<file path="src/rtl/fft_output_unloader.sv">
`default_nettype none
// ============================================================================
// Module   : fft_output_unloader
// Purpose  : Streams the N complex results of a finished transform out of the
//            FFT working memory, LANES samples per beat, with optional
//            bit-reversed storage addressing, configurable RAM read latency
//            and ready/valid backpressure without sample loss.
// Ports    : clk, reset (async, active high)
//            start, bitrev_mode           - unload request / addressing mode
//            rd_en, rd_addr, rd_data      - RAM read ports (one per lane)
//            out_samp, out_index,
//            out_valid, out_ready,
//            out_last                     - output beat stream
//            busy, done                   - unload status
// Revision : 1.0 - initial release
// ============================================================================
module fft_output_unloader #(
  parameter int N             = 32,
  parameter int WORD_SIZE     = 16,
  parameter int LANES         = 2,
  parameter int RD_LATENCY    = 1,
  parameter int ADDRESS_WIDTH = $clog2(N)
) (
  input  logic                           clk,
  input  logic                           reset,
  input  logic                           start,
  input  logic                           bitrev_mode,
  output logic                           rd_en,
  output logic [LANES*ADDRESS_WIDTH-1:0] rd_addr,
  input  logic [LANES*2*WORD_SIZE-1:0]   rd_data,
  output logic [LANES*2*WORD_SIZE-1:0]   out_samp,
  output logic [ADDRESS_WIDTH-1:0]       out_index,
  output logic                           out_valid,
  input  logic                           out_ready,
  output logic                           out_last,
  output logic                           busy,
  output logic                           done
);

  localparam int c_AW    = ADDRESS_WIDTH;
  localparam int c_SW    = LANES * 2 * WORD_SIZE;
  localparam int c_DEPTH = RD_LATENCY + 2;
  localparam int c_PW    = $clog2(c_DEPTH);
  localparam int c_NW    = $clog2(c_DEPTH + 1);
  localparam int c_CW    = $clog2(2 * c_DEPTH + 2) + 1;

  localparam logic [c_AW-1:0] c_STEP     = c_AW'(LANES);
  localparam logic [c_AW-1:0] c_LAST_IDX = c_AW'(N - LANES);
  localparam logic [c_PW-1:0] c_PTR_MAX  = c_PW'(c_DEPTH - 1);
  localparam logic [c_CW-1:0] c_DEPTH_C  = c_CW'(c_DEPTH);

  localparam logic [1:0] c_IDLE  = 2'd0;
  localparam logic [1:0] c_RUN   = 2'd1;
  localparam logic [1:0] c_DRAIN = 2'd2;

  function automatic logic [c_AW-1:0] f_bitrev(input logic [c_AW-1:0] a);
    logic [c_AW-1:0] rev;
    for (int i = 0; i < c_AW; i++) rev[i] = a[c_AW-1-i];
    return rev;
  endfunction

  logic [1:0]            r_state;
  logic                  r_bitrev;
  logic [c_AW-1:0]       r_issue_idx;
  logic                  r_busy;
  logic                  r_done;
  logic [LANES*c_AW-1:0] r_rd_addr;
  // Read-return delay line: stage 0 is the registered rd_en itself, stage
  // RD_LATENCY is the cycle in which rd_data carries that beat.
  logic                  r_vp [0:RD_LATENCY];
  logic [c_AW-1:0]       r_ip [0:RD_LATENCY];

  logic [c_SW-1:0]       r_mem_samp [0:c_DEPTH-1];
  logic [c_AW-1:0]       r_mem_idx  [0:c_DEPTH-1];
  logic [c_PW-1:0]       r_wr_ptr;
  logic [c_PW-1:0]       r_rd_ptr;
  logic [c_NW-1:0]       r_count;

  logic                  w_push;
  logic                  w_pop;
  logic                  w_issue;
  logic                  w_credit_ok;
  logic                  w_mode;
  logic [c_AW-1:0]       w_base;
  logic [c_CW-1:0]       w_inflight;
  logic [LANES*c_AW-1:0] w_addr;

  assign w_push = r_vp[RD_LATENCY];
  assign w_pop  = out_valid && out_ready;

  always_comb begin
    w_inflight = '0;
    for (int j = 0; j <= RD_LATENCY; j++) w_inflight = w_inflight + c_CW'(r_vp[j]);
  end

  // Every issued beat owns a FIFO slot from issue until it is popped. A slot
  // being popped this cycle is free again, which keeps one beat per cycle
  // flowing when the consumer never stalls.
  assign w_credit_ok = (w_inflight + c_CW'(r_count)) < (c_DEPTH_C + c_CW'(w_pop));

  // The first beat is issued in the same cycle the start is accepted.
  assign w_issue = ((r_state == c_IDLE) && start) || ((r_state == c_RUN) && w_credit_ok);
  assign w_base  = (r_state == c_IDLE) ? '0 : r_issue_idx;
  assign w_mode  = (r_state == c_IDLE) ? bitrev_mode : r_bitrev;

  for (genvar k = 0; k < LANES; k++) begin : g_lane
    logic [c_AW-1:0] w_lin;
    assign w_lin = w_base + c_AW'(k);
    assign w_addr[k*c_AW +: c_AW] = w_mode ? f_bitrev(w_lin) : w_lin;
  end

  always_ff @(posedge clk or posedge reset) begin
    if (reset) begin
      r_state     <= c_IDLE;
      r_bitrev    <= 1'b0;
      r_issue_idx <= '0;
      r_busy      <= 1'b0;
      r_done      <= 1'b0;
      r_rd_addr   <= '0;
      for (int j = 0; j <= RD_LATENCY; j++) begin
        r_vp[j] <= 1'b0;
        r_ip[j] <= '0;
      end
    end else begin
      r_done  <= 1'b0;
      r_vp[0] <= w_issue;
      if (w_issue) begin
        r_ip[0]   <= w_base;
        r_rd_addr <= w_addr;
      end
      for (int j = 1; j <= RD_LATENCY; j++) begin
        r_vp[j] <= r_vp[j-1];
        r_ip[j] <= r_ip[j-1];
      end
      case (r_state)
        c_IDLE: begin
          if (start) begin
            r_state     <= c_RUN;
            r_bitrev    <= bitrev_mode;
            r_issue_idx <= c_STEP;
            r_busy      <= 1'b1;
          end
        end
        c_RUN: begin
          if (w_issue) begin
            if (r_issue_idx == c_LAST_IDX) r_state <= c_DRAIN;
            else                           r_issue_idx <= r_issue_idx + c_STEP;
          end
        end
        c_DRAIN: begin
          if (w_pop && out_last) begin
            r_state <= c_IDLE;
            r_busy  <= 1'b0;
            r_done  <= 1'b1;
          end
        end
        default: r_state <= c_IDLE;
      endcase
    end
  end

  always_ff @(posedge clk) begin
    if (w_push) begin
      r_mem_samp[r_wr_ptr] <= rd_data;
      r_mem_idx[r_wr_ptr]  <= r_ip[RD_LATENCY];
    end
  end

  always_ff @(posedge clk or posedge reset) begin
    if (reset) begin
      r_wr_ptr <= '0;
      r_rd_ptr <= '0;
      r_count  <= '0;
    end else begin
      if (w_push) r_wr_ptr <= (r_wr_ptr == c_PTR_MAX) ? '0 : r_wr_ptr + 1'b1;
      if (w_pop)  r_rd_ptr <= (r_rd_ptr == c_PTR_MAX) ? '0 : r_rd_ptr + 1'b1;
      r_count <= r_count + c_NW'(w_push) - c_NW'(w_pop);
    end
  end

  // Head fields are gated by valid so every output reads zero while empty,
  // including immediately on reset.
  assign out_valid = (r_count != '0);
  assign out_samp  = out_valid ? r_mem_samp[r_rd_ptr] : '0;
  assign out_index = out_valid ? r_mem_idx[r_rd_ptr]  : '0;
  assign out_last  = out_valid && (out_index == c_LAST_IDX);
  assign rd_en     = r_vp[0];
  assign rd_addr   = r_rd_addr;
  assign busy      = r_busy;
  assign done      = r_done;

endmodule
`default_nettype wire
</file>
<file path="config.mk">
export PLATFORM = sky130hd
export DESIGN_NAME = fft_output_unloader
export DESIGN_NICKNAME = d
export VERILOG_FILES = /design/src/rtl/fft_output_unloader.sv
export SDC_FILE = /design/constraint.sdc
export NUM_CORES = 1
export LEC_CHECK = 0
export ABC_AREA = 1
export CAP_MARGIN = 20
export CORE_ASPECT_RATIO = 1.75
export CORE_MARGIN = 2
export CORE_UTILIZATION = 40
export DETAILED_ROUTE_END_ITERATION = 12
export SLEW_MARGIN = 20
export SYNTH_ARGS = -nofsm -noshare
export SYNTH_HDL_FRONTEND = slang
export SYNTH_SLANG_ARGS = --single-unit
</file>
<file path="constraint.sdc">
create_clock -name clk -period 16.5 [get_ports clk]
set_input_delay 3.3 -clock clk [delete_from_list [all_inputs] [get_ports clk]]
set_output_delay 3.3 -clock clk [all_outputs]
set_load 0.01 [all_outputs]
</file>
==> run summary, run 1 <==
Fillers: 2,122
Non-Filler Instances: 1,303
detailed-route via count: 6,210
Final period util: 0.398
initial antenna violation count: 1
Worst-Skew Late Latency: 0.49 ns
# setup viols final: 0
Fin. Hold Viols: 0
Synthesis Warnings: 0
post-synthesis compound-gate area fraction: 0.0165
worst hold path cell count: 0
Slew HR: 0.407
CP Depth: 7
Critical Path Source Type: flip-flop
Clk Tree Root Cell: clkbuf_16
pin count of the biggest net entering global routing: 72
first-pass GRT wire length: 32,600 µm
Mapped Nets: 903
slowest stage delay, CP: 0.60 ns
worst setup margin: 9.93 ns
vias per cell: 4.77
Max FO, Critical Path: 48
Post-Synth Adder-Cell Area: 0.0111
Worst Hold Class: flip-flop to flip-flop
Final ANT Viol Nets: 0
Port-buffer cells: 152
top-count cell post-synth: nand2_1
Pins Over Slew Limit: 0
max_cap viols: 0
FF+latch count, synth: 243
gpl congestion: 0.798
H-tree Lvls: 1
buffers and inverters on the worst path: 2
mapped cell area: 9690 µm²
Most common cell on crit path: nand2_1
crit path cell chain: nor2_4, buf_4, nand2_1, nand3_1, nand2_1, nor3_1, clkdlybuf4s50_1
n_diodes: 0
area delta synth->final: 26.1%
post-layout util: 0.511
postcts setup bufs: 0
placed cells: 1,264
clock slew at reported path FFs: 0.06 ns
crit end category: output pin
cells after synthesis: 826
required time worst endpoint: 13.20 ns
Post-synth EDFFs: 207
Site Rows: 75
largest cells by area after synthesis: edfxtp_1, nand2_1, dfrtp_1, nand3_1, inv_1
Yosys cell types: 33
Routed WL per cell: 15.9 µm
WL final: 20,700 µm
main combinational cell family by area after synthesis: simple AND/OR/NAND/NOR gates
xor and xnor fraction of the mapped netlist area: 0.00362
power per cell area: 196 nW/µm²
Die H: 210 µm
num ports: 153
CTS buffer count: 22
RSZ-0062 raised after global routing: no
most instantiated cells after synthesis: nand2_1, edfxtp_1, inv_1, nand3_1, dfrtp_1
die width: 122 µm
nets: 1,057
die area: 25,500 µm²
setup tns final: 0 ns
CTS Hold Bufs: 0
GRT overflow: 0
GRT Util Overall: 0.165
post-placement setup slack: 10.39 ns
DRC viols: 0
share of the synthesized area in the top cell type: 0.641
ratio of cells with drive above 1 in the final layout: 0.0693
Syn Area/Cell: 11.7 µm²
fin crit period: 6.57 ns
leakage: 5.02 nW
core area: 23,900 µm²
Num Clock Sinks: 243
simple-gate portion of the synthesized area: 0.176
TritonCTS clock tree: yes
number of DRC markers in iteration 0: 344
worst hold slack: 0.377 ns
slowest stage cell on the critical path: clkdlybuf4s50_1
measured slew at the worst slew-check pin: 0.889 ns
post-CTS sizing: 0
clock tree buffer depth: 3
hpwl dp: 13,000 µm
CP delay by family, top: buffers and inverters
Peak VDD IR: 0.114 mV
Starting Density: 0.405
Synth Flop Type: edfxtp_1
mux contribution to synthesized area: 0.00465
sequential area share after synthesis: 0.734
WP data arrival: 3.27 ns
Async SR Flop Fraction: 0.148
status: finished clean
FF-to-FF path depth: 8
Final Skew: 0.00747 ns
start-to-end type of the worst setup path: flip-flop to output pin
DR pass1 iterations: 5
vias in the first global route: 6,376
fmax: 152 MHz
leading area contributor after synthesis: edfxtp_1
final timing paths:
path / slack, ns / end / startpoint
hold reg to reg: 0.38 / r_ip[0] / r_ip[5]
setup reg to reg: 13.67 / rd_addr[2] / r_count[0]
min in group asynchronous: 3.22 / rd_addr[9] / reset
max in group asynchronous: 12.93 / r_rd_ptr[1] / reset
hold / removal: 0.38 / r_ip[0] / r_ip[5]
setup / recovery: 9.93 / out_last / r_rd_ptr[1]
final cells by class:
class	count	area, µm²	share of cell area
Timing Repair Buffer	162	1600	0.131
Multi-Input combinational cell	456	2090	0.171
Clock buffer	28	594	0.0486
Tap cell	308	385	0.0315
Inverter	95	357	0.0292
Clock inverter	11	83.8	0.00686
Sequential cell	243	7120	0.582
registers in the layout, indices dropped and copies added (netlist names):
name         flops
r_ip             9
r_mem_samp     192
busy             1
r_state          2
r_bitrev         1
r_wr_ptr         2
rd_en            1
r_issue_idx      4
rd_addr         10
r_mem_idx       15
w_push           1
r_rd_ptr         2
r_count          2
done             1
through the flow:
step | power (mW) | instance area (µm²)
5_1_grt | 2.58 | 12200
6_report | 2.40 | 12200
2_1_floorplan | 1.51 | 9690
3_5_place_dp | 1.96 | 11500
4_1_cts | 2.45 | 12200
3_3_place_gp | 1.96 | 11500
cells in the final DEF, fill, tap and decap left out, drive strengths merged, types with 2 or more instances in the layout:
cell | synthesis | layout
a21oi | 4 | 4
a31oi | 6 | 6
buf | 24 | 10
clkbuf | 8 | 28
clkdlybuf4s50 | 0 | 152
clkinv | 0 | 8
clkinvlp | 0 | 2
dfrtp | 36 | 36
edfxtp | 207 | 207
ha | 7 | 7
inv | 95 | 95
mux2 | 3 | 3
nand2 | 306 | 306
nand3 | 83 | 83
nor2 | 21 | 21
nor3 | 6 | 6
o21ai | 8 | 8
o21bai | 2 | 2
xnor2 | 2 | 2
xor2 | 2 | 2
layer usage:
| metal | global-route usage | up-vias | wire length, µm |
|---|---|---|---|
| met4 | 0.0559 | 2 | 474 |
| met3 | 0.0307 | 30 | 1030 |
| met5 | 0 | - | 11 |
| li1 | - | 3030 | - |
| met1 | 0.182 | 3005 | 7910 |
| met2 | 0.312 | 143 | 11300 |
where the power goes:
group	leakage [nW]	switching [mW]	internal (mW)
combinational	2.32	0.580	0.420
sequential	2.37	0.0623	0.863
clock	0.333	0.206	0.271
total	5.02	0.848	1.55
cells by family after synthesis:
logic type                 count (synthesis)
buffers and inverters                    127
DFF                                      243
xor gates and xnor gates                   4
muxes                                      3
adders and majority gates                  8
AOI/OAI and AO/OA                         23
other                                      1
and+or+nand+nor                          417
No activity file was read; power rests on OpenSTA's default activity.
==> inputs of run 2 (changes only) <==
Clock period 16.5 ns to 6.3 ns, I/O delays scaled along.
==> run 2 against run 1 <==
- combinational power increased to 2.6 times the previous value
- via count is 0.47% lower
- clock power rose to 2.9 times the previous value
- register-to-register slack worse by 10 ns
- utilization increased by 0.28 points
- routed wire length increased by 2.9%
- non-clock buffer count is 1 lower
- largest cell class unchanged
==> run summary, run 2 (synthesis results as in run 1) <==
Slew HR: 0.314
Die H: 210 µm
fmax: 224 MHz
most frequent cells in the layout: nand2_1, edfxtp_1, clkdlybuf4s50_1
H-tree Lvls: 1
Worst-Skew Late Latency: 0.51 ns
Peak VDD IR: 0.269 mV
number of DRC markers in iteration 0: 439
worst setup margin: 1.84 ns
Clk Tree Root Cell: clkbuf_16
commonest non-fill, non-tap cell in the layout: nand2_1
initial antenna violation count: 1
Max FO, Critical Path: 36
R2R Path End: r_ip[6]
hpwl dp: 13,600 µm
power per cell area: 523 nW/µm²
Largest Register: r_mem_samp
CTS Hold Bufs: 0
detailed-route via count: 6,181
leakage: 5.03 nW
post-placement setup slack: 2.29 ns
DR pass1 iterations: 5
clock slew at reported path FFs: 0.06 ns
n_diodes: 0
worst hold path cell count: 0
num ports: 153
vias in the first global route: 6,068
crit end category: output pin
# setup viols final: 0
clock tree buffer depth: 3
worst r2r src: r_count[0]
Largest register FFs: 192
nets: 1,057
first-pass GRT wire length: 32,900 µm
CTS buffer count: 23
postcts setup bufs: 0
Routed WL per cell: 16.3 µm
start-to-end type of the worst setup path: flip-flop to output pin
setup tns final: 0 ns
core area: 23,900 µm²
Fin. Hold Viols: 0
WL final: 21,300 µm
die area: 25,500 µm²
Worst Hold Class: flip-flop to flip-flop
Num Clock Sinks: 243
Critical Path Source Type: flip-flop
Final period util: 0.708
Starting Density: 0.405
GRT overflow: 0
Final Skew: 0.0138 ns
max_cap viols: 0
vias per cell: 4.74
die width: 122 µm
required time worst endpoint: 5.04 ns
GRT Util Overall: 0.169
fin crit period: 4.46 ns
gpl congestion: 0.800
worst hold slack: 0.383 ns
Final ANT Viol Nets: 0
TritonCTS clock tree: yes
area delta synth->final: 26.8%
Port-buffer cells: 152
Fillers: 2,090
FF-to-FF path depth: 8
Critical Path Source: r_rd_ptr[0]
WP data arrival: 3.20 ns
measured slew at the worst slew-check pin: 1.03 ns
status: finished clean
pin count of the biggest net entering global routing: 72
Pins Over Slew Limit: 0
post-CTS sizing: 0
flop2flop setup slack: 3.43 ns
ratio of cells with drive above 1 in the final layout: 0.0723
RSZ-0062 raised after global routing: no
Site Rows: 75
capture point of the worst path: out_samp[56]
DRC viols: 0
==> run 2: cell count changes in the layout (fill, tap and decap cells not counted), sizes merged <==
cell | before | now
buf | 10 | 9
bufinv | 1 | 3
clkinvlp | 2 | 5
clkbuf | 28 | 25
==> run 2: layer usage <==
| metal | vias up | track usage | wire (µm) | share of wire |
|---|---|---|---|---|
| li1 | 3028 | - | - | - |
| met2 | 157 | 0.320 | 11800 | 0.55 |
| met4 | 0 | 0.0488 | 447 | 0.021 |
| met5 | - | 0 | 0 | 0 |
| met1 | 2970 | 0.193 | 8020 | 0.38 |
| met3 | 26 | 0.0272 | 1050 | 0.049 |
==> run 2: final cells by class <==
cell class              instances  area, µm²  share of cell area
clock inverters                16        170              0.0138
multi-input cells             456       2090               0.170
repair buffers                161       1590               0.129
inverters                      95        357              0.0290
flip-flops and latches        243       7120               0.579
well taps                     308        385              0.0314
clock buffers                  25        583              0.0474
==> run 2: metrics by stage <==
stage	total power, mW	instances	area [µm²]	util
global placement	5.14	1263	11500	0.482
detailed placement	5.16	1263	11500	0.482
global route	6.89	1304	12300	0.514
finish	6.43	1304	12300	0.514
floorplan	3.97	826	9690	-
CTS	6.54	1304	12300	0.514
==> run 2: how the worst min path moves through the flow <==
stage,slack [ns],endpoint,start
final,0.38,r_ip[4],r_ip[9]
after global routing,0.39,r_ip[4],r_ip[9]
after CTS,0.39,r_ip[4],r_ip[9]
after detailed placement,0.36,r_ip[3],r_ip[8]
after global placement,0.36,r_ip[3],r_ip[8]
after floorplan,0.35,r_ip[0],r_ip[5]
==> run 2: power by group <==
group	switching (mW)	leakage (nW)	internal, mW
clock network	0.573	0.356	0.796
logic	1.54	2.31	1.10
registers	0.160	2.37	2.26
==> run 2: worst max-delay path: stages (launching register included) <==
cell	delay [ns]
dfrtp_1	0.52
inv_2	0.09
nor2_4	0.63
buf_4	0.52
nand2_1	0.09
nand3_1	0.08
nand2_1	0.10
inv_1	0.10
clkdlybuf4s50_1	0.53
